**src/rtl/uart_tx_arbiter.sv**
```systemverilog
// Round-robin front end for the shared UART transmitter: grants one byte at a time
// from four requesters, sequences tx_start off tx_busy and owns the baud select.
module uart_tx_arbiter #(
    parameter int         START_TIMEOUT = 1023,
    parameter logic [1:0] DEFAULT_SEL   = 2'b01
) (
    input  logic        clk,
    input  logic        reset,
    input  logic [3:0]  req_valid,
    input  logic [31:0] req_data,
    output logic [3:0]  req_ready,
    input  logic        cfg_we,
    input  logic [1:0]  cfg_sel,
    input  logic        err_clr,
    output logic [1:0]  tx_sel,
    output logic        tx_start,
    output logic [7:0]  tx_data,
    input  logic        tx_busy,
    output logic [1:0]  grant_id,
    output logic        active,
    output logic        done,
    output logic        err_timeout
);

    typedef enum logic [1:0] {IDLE, START, WAIT_BUSY, GAP} state_t;

    localparam int CNT_W = $clog2(START_TIMEOUT + 1);
    localparam logic [CNT_W-1:0] TIMEOUT_CNT = CNT_W'(START_TIMEOUT);

    state_t           state;
    logic [1:0]       rr_ptr;
    logic [CNT_W-1:0] cnt;
    logic [1:0]       pick;

    // Lowest offset from ptr wins, so scan offsets high-to-low and let later hits override.
    function automatic logic [1:0] rr_pick(input logic [3:0] valid, input logic [1:0] ptr);
        logic [1:0] idx;
        rr_pick = ptr;
        for (int k = 3; k >= 0; k--) begin
            idx = ptr + 2'(k);
            if (valid[idx]) rr_pick = idx;
        end
    endfunction

    assign pick = rr_pick(req_valid, rr_ptr);

    always_ff @(posedge clk) begin
        if (!reset) begin
            state       <= IDLE;
            tx_sel      <= DEFAULT_SEL;
            tx_start    <= 1'b0;
            tx_data     <= 8'h00;
            req_ready   <= 4'b0000;
            grant_id    <= 2'd0;
            active      <= 1'b0;
            done        <= 1'b0;
            err_timeout <= 1'b0;
            rr_ptr      <= 2'd0;
            cnt         <= '0;
        end else begin
            req_ready <= 4'b0000;
            done      <= 1'b0;
            // A timeout later in this block overrides a simultaneous clear.
            if (err_clr) err_timeout <= 1'b0;
            case (state)
                IDLE: begin
                    if (cfg_we) begin
                        tx_sel <= cfg_sel;
                    end else if (|req_valid) begin
                        tx_data   <= req_data[{pick, 3'b000} +: 8];
                        grant_id  <= pick;
                        req_ready <= 4'b0001 << pick;
                        tx_start  <= 1'b1;
                        cnt       <= '0;
                        rr_ptr    <= pick + 2'd1;
                        active    <= 1'b1;
                        state     <= START;
                    end
                end
                START: begin
                    cnt <= cnt + CNT_W'(1);
                    if (tx_busy) begin
                        tx_start <= 1'b0;
                        state    <= WAIT_BUSY;
                    end else if (cnt == TIMEOUT_CNT) begin
                        tx_start    <= 1'b0;
                        err_timeout <= 1'b1;
                        active      <= 1'b0;
                        state       <= IDLE;
                    end
                end
                WAIT_BUSY: begin
                    if (!tx_busy) begin
                        done  <= 1'b1;
                        state <= GAP;
                    end
                end
                GAP: begin
                    active <= 1'b0;
                    state  <= IDLE;
                end
                default: state <= IDLE;
            endcase
        end
    end

endmodule

```
**config.mk**
```make
export PLATFORM = sky130hd
export DESIGN_NAME = uart_tx_arbiter
export DESIGN_NICKNAME = d
export VERILOG_FILES = /design/src/rtl/uart_tx_arbiter.sv
export SDC_FILE = /design/constraint.sdc
export NUM_CORES = 1
export LEC_CHECK = 0
export ABC_AREA = 1
export CORE_AREA = 2 2 90 92
export DETAILED_ROUTE_END_ITERATION = 6
export DIE_AREA = 0 0 92 94
export MAX_ROUTING_LAYER = met4
export PLACE_DENSITY = 0.53
export SLEW_MARGIN = 40
export SYNTH_ARGS = -nofsm -noshare
export SYNTH_HDL_FRONTEND = slang
export SYNTH_SLANG_ARGS = --single-unit
```
**constraint.sdc**
```tcl
create_clock -name clk -period 1.8 [get_ports clk]
set_clock_uncertainty 0.2 [all_clocks]
set_input_delay 0.36 -clock clk [delete_from_list [all_inputs] [get_ports clk]]
set_output_delay 0.36 -clock clk [all_outputs]
set_load 0.02 [all_outputs]
```
==> impl_metrics.yaml <==
logic_synthesis:
  yosys_warnings: 0
  synth_mux_area_share_pct: 0
  netlist_area_um2: 1870
  synth_top_family_by_area: "simple AND/OR/NAND/NOR gates"
  synthXorXnorAreaFrac_pct: 0.938
  synth_compound_area_share_pct: 7.57
  synth-seq-area-share_pct: 36.5
  synth.distinct_cells: 28
  syn_inst: 283
  postSynthAreaPerCell_um2: 6.60
  ys_ff_latch: 34
  synth-simple-area-share_pct: 43.8
  yosys.area_share.adder_pct: 0.670
  syn-num-nets: 327
global_routing:
  grt_pass1_vias: 2129
  antenna_found_initial: 0
  grt_max_degree: 21
  grt_pass1_wl_um: 9750
  grt.overflow.total: 0
  grt_usage_pct: 14.5
drt:
  via_per_inst: 4.47
  remaining_drc_errors: 0
  initialDrtViolationCount: 77
  wl_per_cell_um: 12.3
  wirelength_um: 6000
  routed-via-count: 2188
  firstDrtPassIters: 4
  ant_nets: 0
worst_hold_path:
  min_from: "grant_id[1]"
  hold_path_class: "flop to flop"
floorplan:
  die_x_um: 92
  die_h_um: 94
  die-area_um2: 8650
  io_pins: 63
  rows: 32
  coreArea_um2: 7610
  initial_core_util_pct: 24.5
cts:
  cts_max_level: 2
  ctsLongestPathBuffers: 2
  numClockSinks: 34
  clk_pin_slew_ns: 0.08
  cts_tree: "built"
  cts_made_buffers: 5
  insertion_delay_ns: 0.28
  root_buffer: "clkbuf_8"
power_and_ir_drop:
  p_seq_share_pct: 22.8
  switching_share_pct: 39.9
  p_total_mw: 3.98
  power_density_nw_per_um2: 1150
  clkPwrFrac_pct: 21.5
  irDropWorstVdd_v: 0.000438
  p_comb_share_pct: 55.7
  p_switching_mw: 1.59
  intPower_mw: 2.39
  p_leak_nw: 1.62
worst_setup_path:
  start_kind: "flop"
  crit_type: "flop to flop"
  crit_fanout: 6
  cp-startpoint: "rr_ptr[0]"
  cp.arrival_ns: 1.89
  r2r_start: "rr_ptr[0]"
  worstPathRequired_ns: 1.79
  endpoint_kind: "flop"
sta:
  setup_slack_ns: -0.105
  slew-limit-headroom_pct: 82.4
  setup_viol: 9
  tns_ns: -0.758
  max_freq_ghz: 0.525
  tightestPinTransition_ns: 0.263
  min_period_over_period_pct: 106
  rsz0062_at_grt: "yes"
  drv_slew: 0
  period_needed_ns: 1.90
  hold_viol_final: 0
place:
  post_dp_cell_area_um2: 2880
  hpwl_um: 4400
  portBuffers: 62
  routabilityCongestion: 0.838
status:
  status: "complete, but fails checks"
  violations: "setup timing"
job:
  maxCapViolCount: 0
finish:
  diodes: 0
  design_area_um2: 3450
  layout-drive-gt1-share_pct: 35.4
  area_growth_pct: 84.7
  fill_cells: 769
  fin_nets: 430
## critical path, cell delays in order, from the launching register on
cell     delay (ns)
dfxtp_4        0.35
buf_8          0.13
o21ai_4        0.18
nand2_2        0.07
nand2_1        0.07
inv_2          0.05
nand2_4        0.08
nand3_4        0.18
buf_16         0.21
nand3_2        0.06
nand3_1        0.09
nand3_2        0.08
nand2_1        0.04
## flip-flops by register name, summed over array words and instances, names as in the netlist, named ones only
name / flops
req_ready: 4
rr_ptr: 2
err_timeout: 1
cnt: 10
grant_id: 2
active: 1
state: 1
tx_sel: 2
done: 1
tx_start: 1
tx_data: 8
## synth_stat cells
cell type  count  area [um2]
buf_2          2        10.0
inv_2          6        22.5
nand2_1       83         312
o21ai_2        1        8.76
a21oi_1       12        60.1
nor2_1        17        63.8
dfxtp_1       34         681
nand3_4        1        17.5
clkinv_1       1        3.75
buf_6          3        33.8
inv_4          1        6.26
a22oi_1        1        7.51
nand2_4        4        45.0
inv_1         28         105
or2_2          3        18.8
xor2_1         2        17.5
nand4_1        2        12.5
nand2_2        3        18.8
buf_4          2        15.0
o211ai_1       3        22.5
nand3_1       56         280
a211oi_1       1        7.51
nor4_1         1        6.26
o21ai_0        7        35.0
nand3b_1       1        7.51
nor3_1         6        30.0
ha_1           1        12.5
nor2_2         1        6.26
## repair_timing
item,in CTS,in global routing
gates resized for setup,73,40
gates cloned,1,1
setup endpoints to repair,34,29
hold buffers,0,0
setup buffers,4,0
pin swaps,44,22
## power by group through the flow
stage	clock, mW	combinational [mW]	sequential (mW)
finish	0.855	2.22	0.908
global route	0.911	2.40	0.923
CTS	0.869	2.00	0.909
detailed placement	0	1.65	0.924
global placement	0	1.65	0.926
floorplan	0	0.891	1.01
## layout make-up
type	instances	area (um2)	share of cell area (%)
clock buffers	5	68.8	2.00
flip-flops and latches	34	686	19.9
inverters	36	153	4.43
clock inverters	3	68.8	2.00
well taps	102	128	3.70
repair buffers	102	995	28.8
multi-input cells	207	1350	39.2
## path summary, 6_finish.rpt
kind | to | slack (ns) | cells past startpoint
max | tx_data[0] | -0.10 | 12
min | grant_id[1] | 0.25 | 2
min reg2reg | grant_id[1] | 0.25 | 2
max reg2reg | tx_data[0] | -0.10 | 12
## metrics by stage
stage / hold slack [ns] / cells / setup WS, ns / util, %
floorplan: 0.237 / 283 / 0.0599 / -
global placement: 0.240 / 476 / -0.510 / 37.8
detailed placement: 0.242 / 476 / -0.532 / 37.8
CTS: 0.256 / 488 / -0.0812 / 43.1
global route: 0.275 / 489 / -0.206 / 45.3
finish: 0.248 / 489 / -0.105 / 45.3
## cell usage in the layout (no fill, tap or decap), types with 4 or more instances in the layout
cell,netlist,layout
nor2_1,17,14
inv_2,6,7
nand3_4,1,5
clkbuf_8,0,5
buf_4,2,31
buf_6,3,4
nand2_1,83,69
inv_1,28,26
nor3_1,6,5
dfxtp_1,34,32
nand2_2,3,16
nand3_2,0,39
a21oi_1,12,11
o21ai_0,7,5
nand3_1,56,13
nand2_4,4,4
clkdlybuf4s50_1,0,42
dlygate4sd2_1,0,15
dlymetal6s2s_1,0,5
## logic make-up after synthesis
logic type,Yosys count
xor gates and xnor gates,2
and+or+nand+nor,178
AOI/OAI and AO/OA,25
buffers and inverters,43
DFF,34
adders and majority gates,1
## layer usage
metal / GRT usage (%) / part of all wire (%) / vias to the layer above / routed length [um]
met1: 16.8 / 43 / 976 / 2550
met2: 24.8 / 49 / 76 / 2940
met5: - / 0 / - / 0
li1: - / - / 1121 / -
met4: 3.86 / 2.1 / 0 / 126
met3: 4.17 / 6.4 / 15 / 386
Power figures use the tool's default switching activity.
